--- src/rtl/dmac_write_burst_splitter.sv ---
// Splits one per-channel DMA write command into AXI4 write-address requests
// that respect MAX_BURST_LEN, the BOUNDARY window and the 16-beat FIXED limit.
module dmac_write_burst_splitter #(
  parameter int ADDR_WD       = 32,
  parameter int DATA_WD       = 32,
  parameter int CHANNEL_COUNT = 8,
  parameter int MAX_BURST_LEN = 16,
  parameter int BOUNDARY      = 4096,
  localparam int STRB_WD      = DATA_WD / 8,
  localparam int ID_WD        = $clog2(CHANNEL_COUNT),
  localparam int OFF_WD       = $clog2(STRB_WD),
  localparam int BURST_BITS   = 2,
  localparam int LEN_BITS     = 8,
  localparam int SIZE_BITS    = 3
) (
  input  logic                  clk,
  input  logic                  rst,
  input  logic                  cmd_in_valid,
  output logic                  cmd_in_ready,
  input  logic [ID_WD-1:0]      cmd_in_id,
  input  logic [OFF_WD-1:0]     cmd_in_src_offset,
  input  logic [ADDR_WD-1:0]    cmd_in_dst_addr,
  input  logic [1:0]            cmd_in_burst,
  input  logic [ADDR_WD-1:0]    cmd_in_len,
  input  logic [2:0]            cmd_in_size,
  output logic                  wr_req_valid,
  input  logic                  wr_req_ready,
  output logic [ID_WD-1:0]      wr_req_id,
  output logic [ADDR_WD-1:0]    wr_req_addr,
  output logic [BURST_BITS-1:0] wr_req_burst,
  output logic [LEN_BITS-1:0]   wr_req_len,
  output logic [SIZE_BITS-1:0]  wr_req_size,
  output logic [OFF_WD-1:0]     wr_req_data_offset,
  output logic                  wr_req_last,
  output logic                  cmd_done,
  output logic [1:0]            dbg_state
);

  localparam int RW = ADDR_WD + 1;

  typedef enum logic [1:0] {IDLE = 2'd0, PREP = 2'd1, ISSUE = 2'd2} state_t;
  state_t state, state_nxt;

  // Handshakes: a transfer happens on a rising edge where valid && ready;
  // the sender holds every field stable while valid is high and ready is low.
  logic cmd_hs, req_hs;
  assign cmd_hs = cmd_in_valid && cmd_in_ready;
  assign req_hs = wr_req_valid && wr_req_ready;

  logic [ADDR_WD-1:0] cur_addr;
  logic [RW-1:0]      rem_beats, beats_q, beats_nxt;
  logic               fixed_q;

  // Beat count of the new command, including the partial leading beat.
  logic [RW-1:0]      in_mask, in_sum, in_rem;
  logic [ADDR_WD-1:0] in_lo;
  assign in_mask = (RW'(1) << cmd_in_size) - RW'(1);
  assign in_lo   = cmd_in_dst_addr & ADDR_WD'(in_mask);
  assign in_sum  = {1'b0, cmd_in_len} + {1'b0, in_lo};
  assign in_rem  = (in_sum >> cmd_in_size) + RW'(|(in_sum & in_mask));

  // Room to the boundary is measured from the beat-aligned address so an
  // unaligned start near the boundary still counts its partial beat.
  logic [ADDR_WD-1:0] aligned, bnd_off;
  logic [RW-1:0]      to_bnd;
  assign aligned = cur_addr & ~((ADDR_WD'(1) << wr_req_size) - ADDR_WD'(1));
  assign bnd_off = aligned & ADDR_WD'(BOUNDARY - 1);
  assign to_bnd  = (RW'(BOUNDARY) - RW'(bnd_off)) >> wr_req_size;

  always_comb begin
    beats_nxt = rem_beats;
    if (fixed_q) begin
      if (beats_nxt > RW'(16)) beats_nxt = RW'(16);
    end else begin
      if (beats_nxt > RW'(MAX_BURST_LEN)) beats_nxt = RW'(MAX_BURST_LEN);
      if (beats_nxt > to_bnd) beats_nxt = to_bnd;
    end
  end

  always_ff @(posedge clk or negedge rst) begin
    if (!rst) state <= IDLE;
    else      state <= state_nxt;
  end

  always_comb begin
    state_nxt = state;
    case (state)
      IDLE:    if (cmd_hs && (cmd_in_len != '0)) state_nxt = PREP;
      PREP:    state_nxt = ISSUE;
      ISSUE:   if (req_hs) state_nxt = wr_req_last ? IDLE : PREP;
      default: state_nxt = IDLE;
    endcase
  end

  always_comb begin
    cmd_in_ready = (state == IDLE);
    wr_req_valid = (state == ISSUE);
    dbg_state    = state;
  end

  always_ff @(posedge clk or negedge rst) begin
    if (!rst) begin
      cur_addr           <= '0;
      rem_beats          <= '0;
      beats_q            <= '0;
      fixed_q            <= 1'b0;
      wr_req_id          <= '0;
      wr_req_addr        <= '0;
      wr_req_burst       <= '0;
      wr_req_len         <= '0;
      wr_req_size        <= '0;
      wr_req_data_offset <= '0;
      wr_req_last        <= 1'b0;
      cmd_done           <= 1'b0;
    end else begin
      cmd_done <= 1'b0;
      case (state)
        IDLE: if (cmd_hs) begin
          wr_req_id          <= cmd_in_id;
          wr_req_burst       <= cmd_in_burst;
          wr_req_size        <= cmd_in_size;
          wr_req_data_offset <= cmd_in_src_offset;
          cur_addr           <= cmd_in_dst_addr;
          rem_beats          <= in_rem;
          fixed_q            <= (cmd_in_burst == 2'd0);
          cmd_done           <= (cmd_in_len == '0);
        end
        PREP: begin
          wr_req_addr <= cur_addr;
          wr_req_len  <= LEN_BITS'(beats_nxt - RW'(1));
          wr_req_last <= (beats_nxt == rem_beats);
          beats_q     <= beats_nxt;
        end
        ISSUE: if (req_hs) begin
          rem_beats <= rem_beats - beats_q;
          if (!fixed_q) cur_addr <= aligned + ADDR_WD'(beats_q << wr_req_size);
          cmd_done  <= wr_req_last;
        end
        default: ;
      endcase
    end
  end

endmodule
--- config.mk ---
export PLATFORM = sky130hd
export DESIGN_NAME = dmac_write_burst_splitter
export DESIGN_NICKNAME = d
export VERILOG_FILES = /design/src/rtl/dmac_write_burst_splitter.sv
export SDC_FILE = /design/constraint.sdc
export NUM_CORES = 1
export LEC_CHECK = 0
export CAP_MARGIN = 15
export CORE_MARGIN = 2
export CORE_UTILIZATION = 60
export CTS_BUF_LIST = sky130_fd_sc_hd__clkbuf_4
export CTS_CLUSTER_DIAMETER = 120
export DETAILED_ROUTE_END_ITERATION = 10
export HOLD_SLACK_MARGIN = 0.1
export PLACE_DENSITY = 0.94
export SYNTH_ARGS = -nofsm -noshare
export SYNTH_HDL_FRONTEND = slang
export SYNTH_SLANG_ARGS = --single-unit
--- constraint.sdc ---
create_clock -name clk -period 10.45 [get_ports clk]
set_input_delay 1.5675 -clock clk [delete_from_list [all_inputs] [get_ports clk]]
set_output_delay 1.5675 -clock clk [all_outputs]
set_load 0.02 [all_outputs]
== Yosys cells after proc, flatten, opt, wreduce, memory -nomap -nowiden ==
Cells that the tools add are included.
Cells by class
  order comparisons: 2
  bitwise gates (word level): 4
  shifts and indexed selects: 5
  add/subtract/negate cells: 8
  equal/unequal tests: 7
  muxes and demuxes: 18
  reductions and logical operators: 13
Operators by type and width (count)
  $mux W33: 6
  $mux W32: 3
  $pmux W33 S2: 1
  $shr A33 B3 Y33: 2
  $and A32 B32 Y32: 2
  $pmux W32 S2: 1
  $add A32 B32 Y33: 1
  $add A33 B1 Y33: 1
  $and A33 B33 Y33: 1
  $eq A33 B33 Y1: 1
  $gt A33 B33 Y1: 1
  $gt A33 B5 Y1 const B: 1
  $reduce_or A33 Y1: 1
  $shl A1 B3 Y33 const A: 1
  $shl A33 B3 Y32: 1
  $sub A33 B2 Y33 const B: 1
  $sub A33 B33 Y33: 1
  $add A32 B32 Y32: 1
  $logic_not A32 Y1: 1
  $not A32 Y32: 1
  $reduce_bool A32 Y1: 1
  $shl A1 B3 Y32 const A: 1
  $sub A32 B1 Y32 const B: 1
  $sub A13 B12 Y14 const A: 1
  15 further kinds: 24
Word-level totals
  output and inout bits: 56
  input bits: 78
  register bits: 153

== Depth between registers and ports, before layout ==
  depth in word-level cells: 10
  depth in mapped cells: 33
  mapped depth without buffers: 28

== Worst setup path before layout ==
No wires, ideal clock.
  kind: input to register
  start: input port cmd_in_size[0]
  end: register rem_beats[30]
  stages on the path: 29
  data arrival time: 7.625 ns
  slack: 2.705 ns
  setup time: 0.120 ns
  cell sequence: buf_2 inv_1 buf_2 clkbuf_1 buf_1 clkbuf_1 nand2_1 ha_1 clkbuf_1 clkbuf_1 and3_1 ha_1 buf_2 nand4_1 nor3_1 and3_1 a21oi_1 o221ai_1 o41ai_1 nand4_1 ha_1 ha_1 nand3_1 or2_1 nand3b_1 nor4_2 nand3_1 xnor2_1 a31o_2
Between the ends
  longest elaborated chain between the ends: 9
  elaborated cells on any way between the ends: 10
  classes of those cells: 3 x add/sub; 2 x shift; 2 x mux; 2 x bitwise; 1 x reduce/logical
Ends and longest elaborated chain
  start: declaration: line 25  | input logic [2:0] cmd_in_size,
  $shl A1 B3 Y33: line 57  | assign in_mask = (RW'(1) << cmd_in_size) - RW'(1);
  $sub A33 B2 Y33: line 57
  $and A32 B32 Y32: line 58  | assign in_lo = cmd_in_dst_addr & ADDR_WD'(in_mask);
  $add A32 B32 Y33: line 59  | assign in_sum = {1'b0, cmd_in_len} + {1'b0, in_lo};
  $and A33 B33 Y33: line 60  | assign in_rem = (in_sum >> cmd_in_size) + RW'(|(in_sum & in_mask));
  $reduce_or A33 Y1: line 60
  $add A33 B1 Y33 (*): line 60
  $mux W33 (*): line 118  | IDLE: if (cmd_hs) begin
  $pmux W33 S2 (*): line 117  | case (state)
  end signal: assignment: line 124  | rem_beats <= in_rem;
  end signal: assignment: line 135  | rem_beats <= rem_beats - beats_q;
  end: declaration: line 51  | logic [RW-1:0] rem_beats, beats_q, beats_nxt;
Every way passes the cells marked *; elsewhere a longest branch is shown, timed or not. The select of a mux whose other input is x is not followed.
A chain may end at the register's enable or synchronous reset.

== Final worst setup path ==
  start: input port cmd_in_size[1]
  end: register rem_beats[30]
Same word-level chain as after synthesis.

==> run metrics <==
Critical Path Source=cmd_in_size[1]; Slew headroom=roughly 14%; min Tclk post-route=a little over 8 ns; clk_lat worst skew=~0.65 ns; post-DR wirelength/cell=around 22 µm; Primary FF master, synth=dfrtp_1; Clock Skews=between 0.04 and 0.05 ns; initial core utilization=between 60% and 70%; vias in the first global route=about 17000; ys async rst share=100%; Final Hold Viols=0; Die Y=174 µm; Final Setup Violations=0; Final #Nets=between 2000 and 3000; critical path class=in2reg; LEAKAGE=around 8.0 nW; commonest non-fill, non-tap cell in the layout=nand2_1; Worst Max-Slew Pin Slew=~1.3 ns; crit share post-route=between 70% and 80%; CTS sink cnt=between 150 and 200; DRC=0; min-delay worst type=reg2reg; post-synthesis cell count=approximately 2300; total of warnings raised by yosys=0; global-route wire length before repair=between 90 and 100 mm; outcome=finished clean; total track usage=between 30% and 40%; clock power share=under 10%; Netlist Area Pre-Place=about 17000 µm²; max frequency=roughly 0.12 GHz; Routed Antenna Nets=0; Worst Setup End Kind=register; number of max-cap violations=0; r2r startpoint=wr_req_size[1]; max-slew violation count=0; IO buf count=approximately 130; Unique masters post-synth=between 100 and 150; Arr. time, crit path=roughly 8.7 ns; Sw Ratio=53.3%; CP required=between 10 and 15 ns; Setup TNS=0 ns; H-tree depth=4; drt initial violations=just over 2000; Pwr Density=278 nW/µm²; Root Buffer=clkbuf_4; CTS buffer count=17; sequential share of power=20.8%; I/O pin total=roughly 130; Startpoint Class=primary input; die width=between 150 and 200 µm; Peak VDD IR=0.124 mV; most frequent cells in the layout=nand2_1 (368), nor2_1 (199), o21ai_0 (186), a21oi_1 (184), dfrtp_1 (152); P&R area growth vs syn=10.3%; dpl hpwl=45.8 mm; Rows=62; # hold bufs at CTS=0; share of layout cells above drive strength 1=under 10%; post-synthesis area per instance=around 7.5 µm²; combinational share of power=slightly above 70%; initial antenna violation count=3; CORE AREA=28500 µm²; Worst-path clk slew=0.15 ns; # resized after CTS=0; Via Count=18400; worst-path fanout max=36; P_int=2.48 mW; number of setup buffers added after CTS=0; synthesis-stage register bit count=153; DR vias/cell=approximately 6.7; P_sw=roughly 2.8 mW; hold path start=wr_req_addr[22]; RD Place Congestion=about 1; Post-synth EDFFs=0; CTS tree=yes; GRT overflow=0; final WL=slightly below 60 mm; clk buf depth=2; sequential-to-total area share from yosys stat=between 20 and 25%; DR pass1 iterations=6; total power=between 5 and 6 mW; largest net degree at the start of global routing=95; Die ar.=approximately 30000 µm²; RSZ-0062 raised after global routing=no
## flip-flops by register name, summed over array words and instances (netlist names)
| signal | cells |
|---|---|
| dbg_state | 2 |
| wr_req_size | 3 |
| cur_addr | 32 |
| cmd_done | 1 |
| wr_req_data_offset | 2 |
| wr_req_id | 3 |
| beats_q | 33 |
| wr_req_len | 8 |
| wr_req_last | 1 |
| fixed_q | 1 |
| wr_req_burst | 2 |
| wr_req_addr | 32 |
| rem_beats | 33 |
## logic make-up (layout without fill, tap and decap cells)
family | count (synthesis) | count (layout) | synth area share [%]
other | 1 | 19 | 0.0217
adder cells (fa/ha/maj) | 118 | 118 | 8.67
multiplexers | 91 | 91 | 7.66
XOR/XNOR | 113 | 113 | 5.84
AND/OR/NAND/NOR | 912 | 912 | 24.7
buffers and inverters | 225 | 273 | 5.05
AO/OA/AOI/OAI | 690 | 690 | 26.0
flip-flops | 153 | 153 | 22.1
## worst max-delay path, cell delays in order
cell             delay [ns]
clkdlybuf4s50_1        0.46
buf_4                  0.40
nor2_1                 0.09
buf_4                  0.22
nand2_1                0.13
ha_1                   0.66
and3_1                 0.30
ha_1                   0.36
a21oi_1                0.30
o21ai_1                0.22
a21oi_1                0.54
o211ai_1               0.21
o21a_1                 0.21
o211ai_1               0.55
o31ai_1                0.19
nand4_1                0.20
ha_1                   0.26
ha_1                   0.21
nand3_1                0.14
or2_1                  0.28
nand3b_1               0.18
nor4_2                 0.37
nand3_1                0.20
xnor2_1                0.19
a31o_2                 0.24
## power groups by stage
stage	combinational [mW]	clock (mW)	sequential (mW)
finish	3.82	0.379	1.10
CTS	3.74	0.379	1.09
global route	4.18	0.404	1.13
detailed placement	3.72	0	1.10
floorplan	2.74	0	1.09
global placement	3.59	0	1.09
## final cells by class
class | count | area, µm²
multi-input combinational | 1941 | 12700
tap | 384 | 480
timing repair buffer | 154 | 1480
clock inverter | 15 | 140
antenna | 2 | 5.00
fill | 2450 | 9470
sequential | 153 | 3830
inverter | 87 | 327
clock buffer | 17 | 128
## path summary, 6_finish.rpt
check | slack (ns) | depth (start not counted) | end
worst max-delay path | 2.29 | 25 | rem_beats[30]
worst min-delay path | 0.49 | 2 | wr_req_addr[22]
worst max register to register | 3.47 | 21 | wr_req_last
worst min register to register | 0.49 | 2 | wr_req_addr[22]
max in group asynchronous | 8.04 | 2 | wr_req_size[0]
min in group asynchronous | 1.00 | 1 | wr_req_addr[16]
## per-layer routing
layer  part of all wire, %  vias up  GRT usage [%]
met4                   6.7        2           24.5
met1                    39     8670           48.0
met2                    46     1061           63.5
li1                      -     8451              -
met3                   8.2      252           6.43
met5                 0.020        -              0
## cells in the mapped netlist, drive strengths merged (43+ instances only)
cell type  count  share of area (%)
a21oi        187                5.5
clkbuf       102                2.2
dfrtp        153                 22
ha           115                8.3
inv           85                1.8
mux2i         43                2.6
nand2        369                8.0
nand3         51                1.5
nor2         199                4.3
nor3          65                2.0
o21ai        200                5.9
xnor2         70                3.6
## per-stage QoR
| stage | hold WS (ns) | utilization (%) | instance area (µm²) | setup WS [ns] | cells |
|---|---|---|---|---|---|
| after CTS | 0.495 | 66.8 | 19100 | 2.48 | 2751 |
| after floorplan | 0.453 | - | 17400 | 2.70 | 2319 |
| after detailed placement | 0.462 | 65.9 | 18800 | 1.83 | 2719 |
| final | 0.494 | 66.8 | 19100 | 2.29 | 2753 |
| after global routing | 0.520 | 66.8 | 19100 | 1.74 | 2753 |
| after global placement | 0.457 | 65.9 | 18800 | 1.92 | 2719 |
(Power assumes the default switching activity.)
